**src/rtl/keccak_pkg.sv**
```systemverilog
// Shared constants and types for the Keccak message padder.
// Domain-separation pad bytes, standard rates, padder state encoding.
package keccak_pkg;

   localparam logic [7:0] KECCAK_PAD    = 8'h01;
   localparam logic [7:0] SHA3_PAD      = 8'h06;
   localparam logic [7:0] SHAKE_PAD     = 8'h1F;
   localparam logic [7:0] LAST_BYTE_PAD = 8'h80;

   localparam int R224 = 1152;
   localparam int R256 = 1088;
   localparam int R384 = 832;
   localparam int R512 = 576;

   typedef enum logic [1:0] {
      ST_ACCEPT = 2'd0,
      ST_PAD    = 2'd1,
      ST_DONE   = 2'd2
   } padder_state_e;

   // byte_num needs at least one bit even for single-byte words
   function automatic int bn_width(input int in_bytes);
      return (in_bytes > 1) ? $clog2(in_bytes) : 1;
   endfunction

endpackage

```
**src/rtl/keccak_last_word.sv**
```systemverilog
// Builds the final message word: keeps the first byte_num bytes (byte 0 in the MSBs),
// places the domain pad byte right after them and zeroes the rest.
module keccak_last_word
   import keccak_pkg::*;
#(
   parameter int         IN_BYTES   = 4,
   parameter logic [7:0] DOMAIN_PAD = KECCAK_PAD,
   localparam int        BN_W       = bn_width(IN_BYTES)
) (
   input  logic [8*IN_BYTES-1:0] word_i,
   input  logic [BN_W-1:0]       byte_num_i,
   output logic [8*IN_BYTES-1:0] word_o
);

   always_comb begin
      word_o = '0;
      for (int k = 0; k < IN_BYTES; k++) begin
         if (k < int'(byte_num_i)) begin
            word_o[8*(IN_BYTES-1-k) +: 8] = word_i[8*(IN_BYTES-1-k) +: 8];
         end else if (k == int'(byte_num_i)) begin
            word_o[8*(IN_BYTES-1-k) +: 8] = DOMAIN_PAD;
         end
      end
   end

endmodule

```
**src/rtl/keccak_padder_p.sv**
```systemverilog
// Packs message words into rate-sized blocks with pad10*1 padding and hands
// each full block to the permutation core over a full/ack handshake.
//
// state     | meaning
// ST_ACCEPT | taking message words into the next free slot
// ST_PAD    | message ended; zero words fill the remaining slots
// ST_DONE   | padded block consumed; everything ignored until reset
module keccak_padder_p
   import keccak_pkg::*;
#(
   parameter int         IN_BYTES   = 4,
   parameter int         RATE_BITS  = R512,
   parameter logic [7:0] DOMAIN_PAD = KECCAK_PAD,
   localparam int        W          = 8*IN_BYTES,
   localparam int        WORDS      = RATE_BITS / W,
   localparam int        BN_W       = bn_width(IN_BYTES)
) (
   input  logic                 clk,
   input  logic                 rst_n,
   input  logic [W-1:0]         in_i,
   input  logic                 in_ready_i,
   input  logic                 is_last_i,
   input  logic [BN_W-1:0]      byte_num_i,
   output logic                 buffer_full_o,
   output logic [RATE_BITS-1:0] out_o,
   output logic                 out_ready_o,
   input  logic                 f_ack_i
);

   localparam int               CNT_W    = $clog2(WORDS+1);
   localparam logic [CNT_W-1:0] CNT_FULL = CNT_W'(WORDS);

   padder_state_e        state_q, state_d;
   logic [CNT_W-1:0]     count_q, count_d;
   logic [RATE_BITS-1:0] blk_q, blk_d;
   logic [W-1:0]         last_word;
   logic [W-1:0]         slot_word;
   logic                 shift;
   logic                 full;
   logic                 pad_tail;

   keccak_last_word #(
      .IN_BYTES   (IN_BYTES),
      .DOMAIN_PAD (DOMAIN_PAD)
   ) u_last_word (
      .word_i     (in_i),
      .byte_num_i (byte_num_i),
      .word_o     (last_word)
   );

   assign full = (count_q == CNT_FULL);

   always_comb begin
      state_d   = state_q;
      count_d   = count_q;
      blk_d     = blk_q;
      slot_word = '0;
      shift     = 1'b0;
      case (state_q)
         ST_ACCEPT: begin
            if (full) begin
               if (f_ack_i) count_d = '0;
            end else if (in_ready_i) begin
               shift     = 1'b1;
               slot_word = is_last_i ? last_word : in_i;
               if (is_last_i) state_d = ST_PAD;
            end
         end
         ST_PAD: begin
            // a last word landing in the final slot arrives here already full
            if (full) begin
               if (f_ack_i) begin
                  count_d = '0;
                  state_d = ST_DONE;
               end
            end else begin
               shift = 1'b1;
            end
         end
         ST_DONE: ;
         default: state_d = ST_ACCEPT;
      endcase
      if (shift) begin
         blk_d   = (blk_q << W) | RATE_BITS'(slot_word);
         count_d = count_q + CNT_W'(1);
      end
   end

   always_ff @(posedge clk or negedge rst_n) begin
      if (!rst_n) begin
         state_q <= ST_ACCEPT;
         count_q <= '0;
         blk_q   <= '0;
      end else begin
         state_q <= state_d;
         count_q <= count_d;
         blk_q   <= blk_d;
      end
   end

   // closing pad bit lives on the output path so it can merge with the domain byte
   assign pad_tail      = (state_q == ST_DONE) || ((state_q == ST_PAD) && full);
   assign out_o         = blk_q | {{(RATE_BITS-8){1'b0}}, (pad_tail ? LAST_BYTE_PAD : 8'h00)};
   assign buffer_full_o = full;
   assign out_ready_o   = full;

endmodule

```
**config.mk**
```make
export PLATFORM = sky130hd
export DESIGN_NAME = keccak_padder_p
export DESIGN_NICKNAME = d
export VERILOG_FILES = /design/src/rtl/keccak_pkg.sv /design/src/rtl/keccak_last_word.sv /design/src/rtl/keccak_padder_p.sv
export SDC_FILE = /design/constraint.sdc
export NUM_CORES = 1
export LEC_CHECK = 0
export CORE_ASPECT_RATIO = 1.5
export CORE_MARGIN = 2
export CORE_UTILIZATION = 47
export DETAILED_ROUTE_END_ITERATION = 16
export HOLD_SLACK_MARGIN = 0.12
export PLACE_DENSITY = 0.73
export SLEW_MARGIN = 10
export SYNTH_ARGS = -nofsm -noshare
export SYNTH_HDL_FRONTEND = slang
export SYNTH_HIERARCHICAL = 1
export SYNTH_SLANG_ARGS = --single-unit
```
**constraint.sdc**
```tcl
create_clock -name clk -period 1.8 [get_ports clk]
set_clock_uncertainty 0.15 [all_clocks]
set_input_delay 0.36 -clock clk [delete_from_list [all_inputs] [get_ports clk]]
set_output_delay 0.36 -clock clk [all_outputs]
set_load 0.03 [all_outputs]
```
==> results_dict.tcl <==
set metrics [dict create \
    worstHoldStart "f_ack_i" \
    period_minus_slack_ns 2.41 \
    core-area_sq_mm 0.0619 \
    ant_nets 0 \
    fin_crit_sh 1.34 \
    cp-end-kind "flop" \
    syn_area_sq_mm 0.0293 \
    p_switching_w 0.0274 \
    hold_viol_final 0 \
    synth_area_leaders "dfrtp_1 50%, mux2_4 25%, buf_4 15%, buf_12 3.7%, mux2_2 2.1%" \
    cts_tree "built" \
    cpMaxStageDelayCell "dfrtp_1" \
    path_max_fanout 8 \
    dr.pass1.iters 7 \
    cp_data_required_time_ns 2.14 \
    combPwrFrac 0.509 \
    synth_top_cell_by_area "dfrtp_1" \
    failed_checks "negative setup slack" \
    crit-reg2reg-launch "count_q[0]$_DFFE_PN0P_" \
    grt_start_max_net_pins 67 \
    drive_above_1_share 0.644 \
    antenna_found_initial 0 \
    rows 112 \
    hold_depth 3 \
    reg2reg_setup_slack_ns -0.61 \
    cts_root_buf "clkbuf_16" \
    grt_pass1_wl_um 99400 \
    grt_overflow 0 \
    num_vias 14700 \
    ir_worst_vdd_mv 0.961 \
    cp.arrival_ns 2.75 \
    die_x_um 208 \
    max-cap-violations 0 \
    p_leak_nw 18.9 \
    cts-htree-levels 2 \
    slowest_delay_ns 0.38 \
    max_freq_mhz 415 \
    worst_slack_ns -0.607 \
    numCtsBuffers 54 \
    syn2layout_area_growth_pct 13.5 \
    stdcell_count 2996 \
    start_util 0.473 \
    synth_top_area_share 0.497 \
    drt-initial-drc-count 632 \
    yosysSeqAreaShare 0.497 \
    gp_congestion 0.813 \
    pwr-share-seq 0.323 \
    syn_area_per_cell_sq_um 15.0 \
    worstSkewPairLatency_ns 0.61 \
    antenna_cells 0 \
    port_buffers 616 \
    drc 0 \
    p_sw_frac 0.404 \
    p_int_w 0.0404 \
    io_pins 617 \
    powerDensity_mw_per_mm2 2030 \
    dp.final_hpwl_um 47700 \
    rsz0062_at_grt "yes" \
    ys_ff_latch 583 \
    clk_pin_slew_worst_paths_ns 0.06 \
    grt_pass1_vias 15400 \
    p_clk_frac 0.168 \
    routedWlPerCell_um 22.9 \
    reg2regPathDepth 13 \
    hold_path_end "state_q[1]$_DFFE_PN0P_" \
    status "finished with violations" \
    setup_viol 581 \
    final_area_sq_mm 0.0333 \
    viasPerCell 4.92 \
    die-area_sq_mm 0.0645 \
    syn_inst 1951 \
    setup.worst_path.class "reg2reg" \
    min-delay-path-class "in2reg" \
    grtUsageTotal 0.198 \
    cp_cell_sequence "inv_1 > ha_2 > nand4bb_4 > buf_4 > inv_4 > buf_6 > nor2_8 > buf_12 > clkbuf_16 > buf_6 > buf_8 > clkbuf_16 > mux2_4" \
    yosysUniqueCellTypes 39 \
    cts.path.max_buffers 3 \
    utilization 0.537 \
    r2r-end "blk_q[460]$_DFFE_PN0P_" \
    placed_area_sq_mm 0.0324 \
    yosysWarnings 6 \
    wirelength_um 68500 \
    dp.cells 2829 \
    fp.dieH_um 310 \
    nNetsFinal 2201 \
    cts.sink_count 583 \
    worst_setup_path_start_kind "flop" \
    maxSlewViolCount 0 \
]
==> sequential cells by signal, indices dropped and copies added (netlist names) <==
register / count
state_q: 2
blk_q: 576
count_q: 5
==> power by group through the flow <==
stage	logic [W]	registers (W)	clock network, W
after floorplan	0.0295	0.0203	0
after CTS	0.0316	0.0219	0.0116
after global placement	0.0336	0.0219	0
after global routing	0.0358	0.0225	0.0122
after detailed placement	0.0341	0.0222	0
final	0.0345	0.0219	0.0114
==> Yosys cell counts <==
| cell | n |
|---|---|
| buf_4 | 587 |
| dfrtp_1 | 583 |
| mux2_4 | 490 |
| mux2_2 | 55 |
| buf_12 | 54 |
| o21ai_0 | 35 |
| mux2i_1 | 33 |
| o31ai_1 | 32 |
| clkbuf_1 | 13 |
| and2_1 | 8 |
| buf_2 | 7 |
| nor2b_1 | 7 |
| and3_2 | 5 |
| inv_1 | 5 |
| nand2_1 | 3 |
| nand2b_1 | 3 |
| nor2_1 | 3 |
| a22o_1 | 2 |
| and3_1 | 2 |
| buf_6 | 2 |
| ha_1 | 2 |
| nand3_1 | 2 |
| xor2_1 | 2 |
| a21boi_0 | 1 |
| a21o_1 | 1 |
| a31o_2 | 1 |
| conb_1 | 1 |
| inv_2 | 1 |
| nand4bb_4 | 1 |
| nor2_4 | 1 |
| nor2_8 | 1 |
| nor3b_1 | 1 |
| o2111ai_1 | 1 |
| o211ai_1 | 1 |
| o21bai_1 | 1 |
| o22ai_1 | 1 |
| or2_1 | 1 |
| or2_2 | 1 |
| or3b_2 | 1 |
==> area by class of cell <==
class	count	area (sq um)
Inverter	6	25.0
Fill cell	5140	28600
Sequential cell	583	14600
Multi-Input combinational cell	705	9160
Clock buffer	79	1550
Clock inverter	15	181
Timing Repair Buffer	810	6780
Tap cell	798	998
==> per-stage QoR <==
step / hold slack [ns] / setup TNS (ns) / power [W] / worst slack (ns)
2_1_floorplan: -0.0856 / -54.48 / 0.0499 / -0.111
5_1_grt: 0.218 / -296.00 / 0.0706 / -0.685
6_report: 0.247 / -254.57 / 0.0677 / -0.607
4_1_cts: 0.203 / -246.96 / 0.0651 / -0.633
3_5_place_dp: 0.0622 / -290.59 / 0.0563 / -0.571
3_3_place_gp: 0.0683 / -267.80 / 0.0555 / -0.524
==> how the worst max path moves through the flow <==
stage               slack (ns)  depth (start not counted)                endpoint                   start
floorplan                -0.11                          8  blk_q[100]$_DFFE_PN0P_  count_q[0]$_DFFE_PN0P_
global route             -0.68                          6                out_o[7]  count_q[0]$_DFFE_PN0P_
CTS                      -0.63                          6                out_o[7]  count_q[0]$_DFFE_PN0P_
global placement         -0.52                          6  blk_q[360]$_DFFE_PN0P_              in_ready_i
finish                   -0.61                         13  blk_q[460]$_DFFE_PN0P_  count_q[0]$_DFFE_PN0P_
detailed placement       -0.57                          6  blk_q[329]$_DFFE_PN0P_              in_ready_i
==> logic make-up after synthesis <==
family,synth area share
buffers and inverters,0.192
multiplexers,0.283
AND/OR/NAND/NOR,0.00964
XOR/XNOR,0.000597
adder cells (fa/ha/maj),0.000853
other,0.000128
AO/OA/AOI/OAI,0.0166
flip-flops,0.497
==> metal layers <==
| layer | vias to the layer above | track usage | routed length, um |
|---|---|---|---|
| met3 | 125 | 0.0509 | 4340 |
| met1 | 7583 | 0.241 | 27500 |
| li1 | 6490 | - | - |
| met5 | - | 0 | 0 |
| met2 | 539 | 0.334 | 33900 |
| met4 | 0 | 0.0848 | 2740 |
==> cells in the final DEF (no fill, tap or decap), types with 2 or more instances in the layout <==
master / n
mux2_4: 491
bufbuf_16: 3
buf_16: 16
xor2_1: 2
mux2i_1: 33
nand3_1: 2
clkinv_2: 9
clkdlybuf4s15_2: 11
buf_2: 502
nand2b_1: 2
buf_4: 120
inv_1: 5
buf_8: 17
and3_2: 5
dfrtp_1: 576
nand2_1: 3
nor2_1: 3
mux2_2: 54
buf_12: 60
o31ai_1: 32
and3_1: 2
clkbuf_8: 8
buf_6: 14
dlygate4sd3_1: 3
and2_1: 8
o21ai_0: 35
conb_1: 7
clkbuf_1: 16
clkbuf_16: 83
nor2b_1: 7
clkdlybuf4s50_1: 36
dfrtp_2: 7
bufinv_16: 4
a22o_1: 2
==> what timing repair did <==
action,in CTS,in global routing
hold buffers,3,0
pin swaps,2,0
endpoints found under the hold margin,584,0
cloned,9,35
setup buffers,9,17
resized for setup,2814,71
endpoints found under the setup margin,1136,640
==> worst max-delay path: cells and delay by family (launching register included) <==
kind,cells,cell delay (ns)
buffers and inverters,9,1.10
DFF,1,0.38
muxes,1,0.30
adders and majority gates,1,0.18
and+or+nand+nor,2,0.17
(Power assumes the default switching activity.)
